$ cat src/rtl/adc_seq_pkg.sv
// rtl/adc_seq_pkg.sv - shared state type, channel-number width and channel-list lookup for adc_seq_avg
package adc_seq_pkg;

    localparam int ADC_CH_W = 5;
    localparam int MAX_CH   = 16;

    typedef enum logic [1:0] {
        IDLE     = 2'd0,
        CMD      = 2'd1,
        WAIT_RSP = 2'd2
    } seq_state_e;

    // Entry idx of a packed channel list, entry 0 in the least significant bits.
    function automatic logic [ADC_CH_W-1:0] ch_list_entry(
        input logic [MAX_CH*ADC_CH_W-1:0] list,
        input int unsigned                idx
    );
        return list[idx*ADC_CH_W +: ADC_CH_W];
    endfunction

endpackage

$ cat src/rtl/adc_ch_accum.sv
// rtl/adc_ch_accum.sv - per-slot sample accumulator and window counter; peak hold when ADC_SEQ_PEAK_HOLD_EN is defined
module adc_ch_accum #(
    parameter int DATA_W   = 12,
    parameter int AVG_LOG2 = 3
) (
    input  logic              clk,
    input  logic              rst,
    input  logic              sample_valid,
    input  logic [DATA_W-1:0] sample_data,
`ifdef ADC_SEQ_PEAK_HOLD_EN
    output logic [DATA_W-1:0] win_peak,
`endif
    output logic              win_done,
    output logic [DATA_W-1:0] win_avg
);

    // Accumulator is wide enough for 2^AVG_LOG2 full-scale samples.
    localparam int ACC_W = DATA_W + AVG_LOG2;
    localparam int CNT_W = (AVG_LOG2 > 0) ? AVG_LOG2 : 1;
    localparam logic [CNT_W-1:0] CNT_LAST = CNT_W'((1 << AVG_LOG2) - 1);

    logic [ACC_W-1:0] acc_q, acc_d;
    logic [ACC_W-1:0] sum;
    logic [ACC_W-1:0] sum_shr;
    logic [CNT_W-1:0] cnt_q, cnt_d;

    // Add the new sample; on the last sample of a window report the average and restart.
    always_comb begin
        sum      = acc_q + ACC_W'(sample_data);
        sum_shr  = sum >> AVG_LOG2;
        win_done = sample_valid && (cnt_q == CNT_LAST);
        win_avg  = sum_shr[DATA_W-1:0];
        acc_d    = acc_q;
        cnt_d    = cnt_q;
        if (win_done) begin
            acc_d = '0;
            cnt_d = '0;
        end else if (sample_valid) begin
            acc_d = sum;
            cnt_d = cnt_q + 1'b1;
        end
    end

    // Accumulator and sample-count registers.
    always_ff @(posedge clk) begin
        if (rst) begin
            acc_q <= '0;
            cnt_q <= '0;
        end else begin
            acc_q <= acc_d;
            cnt_q <= cnt_d;
        end
    end

`ifdef ADC_SEQ_PEAK_HOLD_EN
    logic [DATA_W-1:0] peak_q, peak_d, peak_new;

    // Running maximum of the window, including the sample arriving now.
    always_comb begin
        peak_new = (sample_data > peak_q) ? sample_data : peak_q;
        win_peak = peak_new;
        peak_d   = peak_q;
        if (win_done) begin
            peak_d = '0;
        end else if (sample_valid) begin
            peak_d = peak_new;
        end
    end

    // Peak register clears together with the accumulator.
    always_ff @(posedge clk) begin
        if (rst) begin
            peak_q <= '0;
        end else begin
            peak_q <= peak_d;
        end
    end
`endif

endmodule

$ cat src/rtl/adc_seq_avg.sv
// rtl/adc_seq_avg.sv - round-robin ADC command sequencer with per-channel averaging; result_peak added by ADC_SEQ_PEAK_HOLD_EN
module adc_seq_avg
    import adc_seq_pkg::*;
#(
    parameter int                         NUM_CH   = 4,
    parameter logic [NUM_CH*ADC_CH_W-1:0] CH_LIST  = {5'd4, 5'd3, 5'd2, 5'd1},
    parameter int                         DATA_W   = 12,
    parameter int                         AVG_LOG2 = 3,
    parameter int                         TIMEOUT  = 255,
    localparam int                        IDX_W    = (NUM_CH > 1) ? $clog2(NUM_CH) : 1
) (
    input  logic                clock_clk,
    input  logic                reset_sink_reset,
    input  logic                enable,
    output logic                command_valid,
    output logic [ADC_CH_W-1:0] command_channel,
    output logic                command_startofpacket,
    output logic                command_endofpacket,
    input  logic                command_ready,
    input  logic                response_valid,
    input  logic [ADC_CH_W-1:0] response_channel,
    input  logic [DATA_W-1:0]   response_data,
    input  logic                response_startofpacket,
    input  logic                response_endofpacket,
    output logic                result_valid,
    output logic [IDX_W-1:0]    result_index,
    output logic [ADC_CH_W-1:0] result_channel,
    output logic [DATA_W-1:0]   result_data,
`ifdef ADC_SEQ_PEAK_HOLD_EN
    output logic [DATA_W-1:0]   result_peak,
`endif
    output logic                err_mismatch,
    output logic                err_timeout
);

    localparam int TMO_W = $clog2(TIMEOUT + 1) + 1;
    localparam logic [MAX_CH*ADC_CH_W-1:0] CH_LIST_EXT = (MAX_CH*ADC_CH_W)'(CH_LIST);
    localparam logic [IDX_W-1:0] IDX_LAST  = IDX_W'(NUM_CH - 1);
    localparam logic [TMO_W-1:0] TMO_LIMIT = TMO_W'(TIMEOUT);

    seq_state_e          state_q, state_d;
    logic [IDX_W-1:0]    idx_q, idx_d;
    logic [TMO_W-1:0]    tmo_q, tmo_d, tmo_inc;
    logic                command_valid_q, command_valid_d;
    logic [ADC_CH_W-1:0] command_channel_q, command_channel_d;
    logic                result_valid_q, result_valid_d;
    logic [IDX_W-1:0]    result_index_q, result_index_d;
    logic [ADC_CH_W-1:0] result_channel_q, result_channel_d;
    logic [DATA_W-1:0]   result_data_q, result_data_d;
    logic                err_mismatch_q, err_mismatch_d;
    logic                err_timeout_q, err_timeout_d;

    logic [ADC_CH_W-1:0] cur_ch;
    logic                rsp_take, rsp_match, tmo_hit;
    logic [NUM_CH-1:0]   done_vec;
    logic [DATA_W-1:0]   avg_vec [NUM_CH];

    // Packet framing on the response side carries no information here.
    logic unused_rsp_framing;
    assign unused_rsp_framing = response_startofpacket ^ response_endofpacket;

`ifdef ADC_SEQ_PEAK_HOLD_EN
    logic [DATA_W-1:0] peak_vec [NUM_CH];
    logic [DATA_W-1:0] result_peak_q, result_peak_d;
`endif

    for (genvar g = 0; g < NUM_CH; g++) begin : g_ch
        adc_ch_accum #(
            .DATA_W   (DATA_W),
            .AVG_LOG2 (AVG_LOG2)
        ) u_accum (
            .clk          (clock_clk),
            .rst          (reset_sink_reset),
            .sample_valid (rsp_match && (idx_q == IDX_W'(g))),
            .sample_data  (response_data),
`ifdef ADC_SEQ_PEAK_HOLD_EN
            .win_peak     (peak_vec[g]),
`endif
            .win_done     (done_vec[g]),
            .win_avg      (avg_vec[g])
        );
    end

    // Sequencer next state, slot advance, timeout counting and next values of all registered outputs.
    always_comb begin
        cur_ch    = ch_list_entry(CH_LIST_EXT, 32'(idx_q));
        tmo_inc   = tmo_q + 1'b1;
        rsp_take  = (state_q == WAIT_RSP) && response_valid;
        rsp_match = rsp_take && (response_channel == cur_ch);
        // The slot is abandoned in the cycle the counter would reach TIMEOUT; a response in that cycle wins.
        tmo_hit   = (state_q == WAIT_RSP) && !response_valid && (tmo_inc == TMO_LIMIT);

        state_d = state_q;
        idx_d   = idx_q;
        tmo_d   = tmo_q;
        case (state_q)
            IDLE: begin
                if (enable) begin
                    state_d = CMD;
                end
            end
            CMD: begin
                // command_valid is high for the whole CMD state, so ready alone completes the handshake.
                if (command_ready) begin
                    state_d = WAIT_RSP;
                    tmo_d   = '0;
                end
            end
            WAIT_RSP: begin
                tmo_d = tmo_inc;
                if (rsp_take || tmo_hit) begin
                    idx_d   = (idx_q == IDX_LAST) ? '0 : idx_q + 1'b1;
                    state_d = enable ? CMD : IDLE;
                end
            end
            default: state_d = IDLE;
        endcase

        command_valid_d   = (state_d == CMD);
        command_channel_d = command_valid_d ? ch_list_entry(CH_LIST_EXT, 32'(idx_d)) : command_channel_q;

        result_valid_d   = rsp_match && done_vec[idx_q];
        result_index_d   = result_valid_d ? idx_q : result_index_q;
        result_channel_d = result_valid_d ? cur_ch : result_channel_q;
        result_data_d    = result_valid_d ? avg_vec[idx_q] : result_data_q;
`ifdef ADC_SEQ_PEAK_HOLD_EN
        result_peak_d    = result_valid_d ? peak_vec[idx_q] : result_peak_q;
`endif
        err_mismatch_d   = rsp_take && !rsp_match;
        err_timeout_d    = tmo_hit;
    end

    // FSM and registered outputs.
    always_ff @(posedge clock_clk) begin
        if (reset_sink_reset) begin
            state_q           <= IDLE;
            idx_q             <= '0;
            tmo_q             <= '0;
            command_valid_q   <= 1'b0;
            command_channel_q <= '0;
            result_valid_q    <= 1'b0;
            result_index_q    <= '0;
            result_channel_q  <= '0;
            result_data_q     <= '0;
`ifdef ADC_SEQ_PEAK_HOLD_EN
            result_peak_q     <= '0;
`endif
            err_mismatch_q    <= 1'b0;
            err_timeout_q     <= 1'b0;
        end else begin
            state_q           <= state_d;
            idx_q             <= idx_d;
            tmo_q             <= tmo_d;
            command_valid_q   <= command_valid_d;
            command_channel_q <= command_channel_d;
            result_valid_q    <= result_valid_d;
            result_index_q    <= result_index_d;
            result_channel_q  <= result_channel_d;
            result_data_q     <= result_data_d;
`ifdef ADC_SEQ_PEAK_HOLD_EN
            result_peak_q     <= result_peak_d;
`endif
            err_mismatch_q    <= err_mismatch_d;
            err_timeout_q     <= err_timeout_d;
        end
    end

    assign command_valid         = command_valid_q;
    assign command_channel       = command_channel_q;
    assign command_startofpacket = command_valid_q;
    assign command_endofpacket   = command_valid_q;
    assign result_valid          = result_valid_q;
    assign result_index          = result_index_q;
    assign result_channel        = result_channel_q;
    assign result_data           = result_data_q;
`ifdef ADC_SEQ_PEAK_HOLD_EN
    assign result_peak           = result_peak_q;
`endif
    assign err_mismatch          = err_mismatch_q;
    assign err_timeout           = err_timeout_q;

endmodule

$ cat config.mk
export PLATFORM = sky130hd
export DESIGN_NAME = adc_seq_avg
export DESIGN_NICKNAME = d
export VERILOG_FILES = /design/src/rtl/adc_seq_pkg.sv /design/src/rtl/adc_ch_accum.sv /design/src/rtl/adc_seq_avg.sv
export SDC_FILE = /design/constraint.sdc
export NUM_CORES = 1
export LEC_CHECK = 0
export CORE_UTILIZATION = 45
export CTS_CLUSTER_SIZE = 40
export DETAILED_ROUTE_END_ITERATION = 10
export PLACE_DENSITY = 0.65
export SYNTH_ARGS = -nofsm -noshare
export SYNTH_HDL_FRONTEND = slang
export SYNTH_SLANG_ARGS = --single-unit
$ cat constraint.sdc
create_clock -name clock_clk -period 5.2 [get_ports clock_clk]
set_input_delay 1.04 -clock clock_clk [delete_from_list [all_inputs] [get_ports clock_clk]]
set_output_delay 1.04 -clock clock_clk [all_outputs]
set_load 0.03 [all_outputs]
==> results of run 1 <==
-- registers in the layout, indices dropped and copies added (netlist names), 2 cells and up --
name and cells:
command_channel 3, g_ch.u_accum.acc_q 60, g_ch.u_accum.cnt_q 12, idx_q 2
result_channel 3, result_data 12, result_index 2, state_q 2
tmo_q 9
-- cell families (layout without fill, tap and decap cells) --
| group | count (synthesis) | in the layout | share of synthesized area, % |
|---|---|---|---|
| xor gates and xnor gates | 57 | 57 | 6.85 |
| other | 1 | 4 | 0.0515 |
| DFF | 109 | 109 | 29.9 |
| adders and majority gates | 67 | 67 | 11.9 |
| muxes | 23 | 23 | 4.26 |
| buffers and inverters | 70 | 94 | 4.86 |
| AOI/OAI and AO/OA | 240 | 240 | 21.2 |
| and+or+nand+nor | 328 | 328 | 20.9 |
-- placed cells by master (no fill, tap or decap), types with 4 or more instances in the layout --
master           count
a2111oi_0            4
a211oi_1            18
a21o_1              11
a21oi_1             93
a31oi_1              7
and2_1               5
and3_1               6
buf_4                6
clkbuf_16            9
clkdlybuf4s50_1     47
conb_1               4
dfxtp_1            109
fa_1                 4
ha_1                63
inv_1               25
mux2_2               4
mux2i_1             13
mux4_2               6
nand2_1            126
nand2b_1             9
nand3_1             20
nand3b_1             4
nand4_1              8
nor2_1              82
nor2b_1             16
nor3_1              18
nor4_1               6
o211ai_1             5
o21a_1               7
o21ai_0             39
o21ai_1              6
o21bai_1             5
o31a_1               4
o31ai_1              4
or2_2                5
or3_1                8
xnor2_1             32
xor2_1              25
-- worst max-delay path by stage --
stage,endpoint,slack (ns)
CTS,g_ch[2].u_accum.acc_q[10],1.45
global placement,result_data[5],1.18
detailed placement,result_data[5],1.13
global route,g_ch[2].u_accum.acc_q[12],1.15
finish,g_ch[2].u_accum.acc_q[11],1.44
floorplan,result_data[5],2.13
-- worst max-delay path, stage by stage (launching register included) --
cell	delay, ns
dfxtp_1	0.76
inv_1	0.53
ha_1	0.50
xnor2_1	0.16
and4_1	0.38
and3_4	0.38
a21o_1	0.62
or2_1	0.21
o22ai_1	0.07
-- synthesized netlist by cell type, types with 8 or more instances --
cell,instances
ha_1,63
a211oi_1,18
nor2b_1,16
buf_2,17
nand2b_1,9
xor2_1,25
o21ai_0,39
dfxtp_1,109
nor2_1,82
nand2_1,126
xnor2_1,32
a21oi_1,93
mux2i_1,13
inv_1,25
clkbuf_1,11
nor3_1,18
or3_1,8
nand4_1,8
a21o_1,11
nand3_1,20
-- final cells by class --
class / instances / share of cell area, %
clock buffers: 11 / 2.99
inverters: 25 / 1.15
flip-flops and latches: 109 / 26.9
multi-input cells: 719 / 58.6
well taps: 216 / 3.33
clock inverters: 5 / 0.739
repair buffers: 53 / 6.34
-- per-layer routing --
layer	up-vias	GRT usage, %
met1	2899	31.1
met5	-	0
met4	0	4.57
met2	113	35.8
li1	3223	-
met3	11	3.96
-- power by group through the flow --
stage / Combinational [mW] / Clock [mW] / Sequential, mW
2_1_floorplan: 0.114 / 0 / 0.866
3_3_place_gp: 0.170 / 0 / 0.863
3_5_place_dp: 0.171 / 0 / 0.863
4_1_cts: 0.171 / 0.733 / 0.843
5_1_grt: 0.189 / 0.765 / 0.844
6_report: 0.172 / 0.715 / 0.843
-- metrics by stage --
step,hold WS (ns),instance area [µm²],setup slack [ns],utilization [%]
2_1_floorplan,0.433,7300,2.13,-
3_3_place_gp,0.442,7820,1.18,49.4
3_5_place_dp,0.450,7820,1.13,49.4
4_1_cts,0.460,8130,1.45,51.3
5_1_grt,0.472,8130,1.15,51.3
6_report,0.457,8130,1.44,51.3
==> metrics.cfg, run 1 <==
[power_and_ir_drop]
p_sw_share_pct=25.2
p_leak_nw=3.04
clkPwrFrac_pct=41.3
pwr_density_cell_nw_per_um2=213
finalPower_mw=1.73
power_switching_uw=437
comb_power_share_pct=9.9
seqPwrFrac_pct=48.7
intPower_mw=1.29
ir_drop_v=0.000168

[place]
portBuffers=47
placed_cells=1122
gp_congestion=0.883
dp_hpwl_um=13200

[route]
routed.top_layer=met4
vias=6246
wl_per_cell_um=15.6
routed_wl_um=17700
antenna_left=0
wl_met3_um=834
drtIter0Drc=360
wl_met1_um=8560
wl_met2_um=8120
dr.pass1.iters=5
via_per_inst=5.49
drc_errors=0

[global_route]
grt_pass1_wl_um=28700
grt_pass1_vias=5585
gr-usage-all-layers_pct=22.2
grt_overflow=0
antenna_found_initial=0
grt_max_degree=25

[sta]
fmax_mhz=266
hold_viol=0
final-setup-viol-count=0
slew_violations=0
rsz0062_at_grt=no
tightestPinTransition_ns=0.703
tns_ns=0
slew_headroom_pct=53.1
post-route-period-util_pct=72.3
period_needed_ns=3.76
fin_worst_skew_ns=0.00971

[floorplanning]
coreArea_um2=15800
die_width_um=129
rows=46
die_area_um2=16700
start_util_pct=46.0
io_pins=54
die_y_um=129

[cts]
worstSkewPairLatency_ns=0.36
holdBufCountCts=0
clock_sinks=109
post_cts_buffers=0
cts_buffers=9
clockBufferDepth=2
htree_levels=3
cts_resized=0
clockRootBuffer=clkbuf_16
cts_tree=built
clk_pin_slew_ns=0.08

[synthesis]
syn_inst=895
yosysWarnings=0
synth_top_area_share_pct=29.9
yosysUniqueCellTypes=73
synth-edff-count=0
synth-main-ff-cell=dfxtp_1
synth_top_area_cell=dfxtp_1
synthArstFlopShare_pct=0
syn_area_um2=7290
seq_area_frac_synth_pct=29.9
synthTopCellsByArea=dfxtp_1, ha_1, nand2_1
synth_seq_cells=109
syn_avg_cell_area_um2=8.14

[cells_and_area]
diodes=0
multi_input_area_um2=4760
ff_latch_area_um2=2180
final_cells=1138
synthToLayoutAreaGrowth_pct=11.5
fillers=1551
drive_above_1_share_pct=5.53
nets=1008

[critical_path]
worstSetupStartpointType=flop
crit_fanout=20
worst-r2r-cell-count=8
critical_path_class=reg2reg
rr_startpoint=idx_q[1]
crit_start=idx_q[1]
arrival_ns=3.98
cp_data_required_time_ns=5.42
cp-end-kind=flop
r2r_slack_ns=1.44
reg2reg_to=g_ch[2].u_accum.acc_q[11]

[job]
max_cap_violations=0

[run_status]
status=finished, final reports clean

[worst_hold_path]
hold_end=result_data[9]
hold_path.startpoint=result_data[9]
min_path_type=reg2reg
hold_depth=2

Power figures use the tool's default switching activity.
==> run 2, diff against run 1 <==
PLACE_DENSITY = 0.67   (was 0.65)
clock period = 3.4 ns   (was 5.2 ns; I/O delays follow)
==> run 2 against run 1 <==
Effect of this change: utilization increased by 2.8 points; register-to-register slack got worse by 0.65 ns; clock skew increased by 0.0014 ns; combinational power increased by 68%; die area unchanged; total power increased by 50%; flip-flop and latch count unchanged; non-clock buffer count increased by 63.
==> metrics.cfg, run 2 (same netlist as run 1, synthesis figures left out) <==
[critical_path]
worstSetupStartpointType=primary input
critical_path_class=in2reg
cp_data_required_time_ns=3.66
crit_fanout=4
worst-r2r-cell-count=9
reg2reg_to=result_data[6]
endpoint=result_data[6]
rr_startpoint=g_ch[2].u_accum.acc_q[6]
cp-end-kind=flop
r2r_slack_ns=0.79
crit_start=response_data[6]
arrival_ns=3.42

[sta]
final-setup-viol-count=0
fmax_mhz=316
fin_ws_ns=0.234
slew_violations=0
post-route-period-util_pct=93.1
rsz0062_at_grt=no
tightestPinTransition_ns=0.639
hold_viol=0
slew_headroom_pct=57.3
period_needed_ns=3.17
tns_ns=0
fin_worst_skew_ns=0.0111

[floorplanning]
die_width_um=129
die_y_um=129
rows=46
coreArea_um2=15800
io_pins=54
start_util_pct=46.0
die_area_um2=16700

[global_route]
grt_overflow=0
gr-usage-all-layers_pct=23.2
grt_pass1_wl_um=30000
grt_pass1_vias=6064
grt_max_degree=24
antenna_found_initial=0

[cts]
cts_buffers=9
clockBufferDepth=2
worstSkewPairLatency_ns=0.36
clockRootBuffer=clkbuf_16
post_cts_buffers=0
holdBufCountCts=0
cts_tree=built
htree_levels=3
cts_resized=0
clock_sinks=109
clk_pin_slew_ns=0.08

[power_and_ir_drop]
pwr_density_cell_nw_per_um2=303
p_leak_nw=3.34
ir_drop_v=0.000244

[route]
antenna_left=0
drtIter0Drc=386
routed_wl_um=18200
wl_per_cell_um=15.1
drc_errors=0
vias=6499
via_per_inst=5.41
dr.pass1.iters=5

[place]
gp_congestion=0.899
placed_cell_area_um2=8300
portBuffers=47
dp_hpwl_um=14000
dp_slack_ns=-0.0953

[worst_hold_path]
min_path_type=reg2reg

[cells_and_area]
ff_latch_area_um2=2180
utilization_pct=54.2
layout_commonest_cell=nand2_1
diodes=0
final_cell_mix=nand2_1, dfxtp_1, a21oi_1
fillers=1512
largest_reg_flops=60
nets=1071
drive_above_1_share_pct=11.6
finalInstanceArea_um2=8570
top_register=g_ch.u_accum.acc_q
synthToLayoutAreaGrowth_pct=17.7
multi_input_area_um2=4760

[job]
max_cap_violations=0

[run_status]
status=finished, final reports clean

==> run 2: cell count changes in the layout (fill, tap and decap cells not counted), sizes merged <==
| cell | previous run | this run |
|---|---|---|
| buf | 6 | 69 |
| bufinv | 1 | 0 |
| inv | 25 | 26 |
==> run 2: power by group <==
| group | switching (mW) | leakage (nW) | internal [mW] |
|---|---|---|---|
| combinational | 0.166 | 2.32 | 0.123 |
| sequential | 0.00735 | 0.879 | 1.28 |
| clock | 0.497 | 0.136 | 0.520 |
==> run 2: through the flow <==
stage | hold WS [ns] | power (mW) | cells
after global routing | 0.477 | 2.70 | 1201
final | 0.459 | 2.60 | 1201
after detailed placement | 0.450 | 1.61 | 1185
after floorplan | 0.433 | 1.50 | 898
after CTS | 0.461 | 2.62 | 1201
after global placement | 0.442 | 1.61 | 1185
==> run 2: per-layer routing <==
metal / track usage (%) / part of all wire, %
met2: 38.3 / 46
met5: 0 / 0
met4: 6.51 / 1.6
met3: 4.00 / 4.3
met1: 31.1 / 48
==> run 2: layout make-up <==
| cell class | count | area share (%) |
|---|---|---|
| clock buffer | 11 | 2.83 |
| clock inverter | 5 | 0.409 |
| inverter | 25 | 1.09 |
| multi-input combinational | 719 | 55.5 |
| sequential | 109 | 25.4 |
| tap | 216 | 3.15 |
| timing repair buffer | 116 | 11.5 |
==> run 2: worst min path at each step <==
stage               cells after the start                      from  slack (ns)                       end
detailed placement                      2  g_ch[2].u_accum.cnt_q[2]        0.45  g_ch[2].u_accum.cnt_q[2]
global route                            2  g_ch[2].u_accum.cnt_q[1]        0.48  g_ch[2].u_accum.cnt_q[1]
floorplan                               2  g_ch[2].u_accum.acc_q[2]        0.43  g_ch[2].u_accum.acc_q[2]
CTS                                     2  g_ch[2].u_accum.cnt_q[2]        0.46  g_ch[2].u_accum.cnt_q[2]
finish                                  2  g_ch[2].u_accum.cnt_q[2]        0.46  g_ch[2].u_accum.cnt_q[2]
global placement                        2  g_ch[0].u_accum.acc_q[2]        0.44  g_ch[0].u_accum.acc_q[2]
==> run 2: critical path: stages <==
cell and delay (ns):
clkdlybuf4s50_1 0.44, buf_4 0.17, ha_1 0.34, a2111oi_0 0.46, o21ai_0 0.30, a31oi_1 0.27
xor2_1 0.13, nor2_1 0.10, a211oi_1 0.05, buf_4 0.15, a2111oi_2 0.32
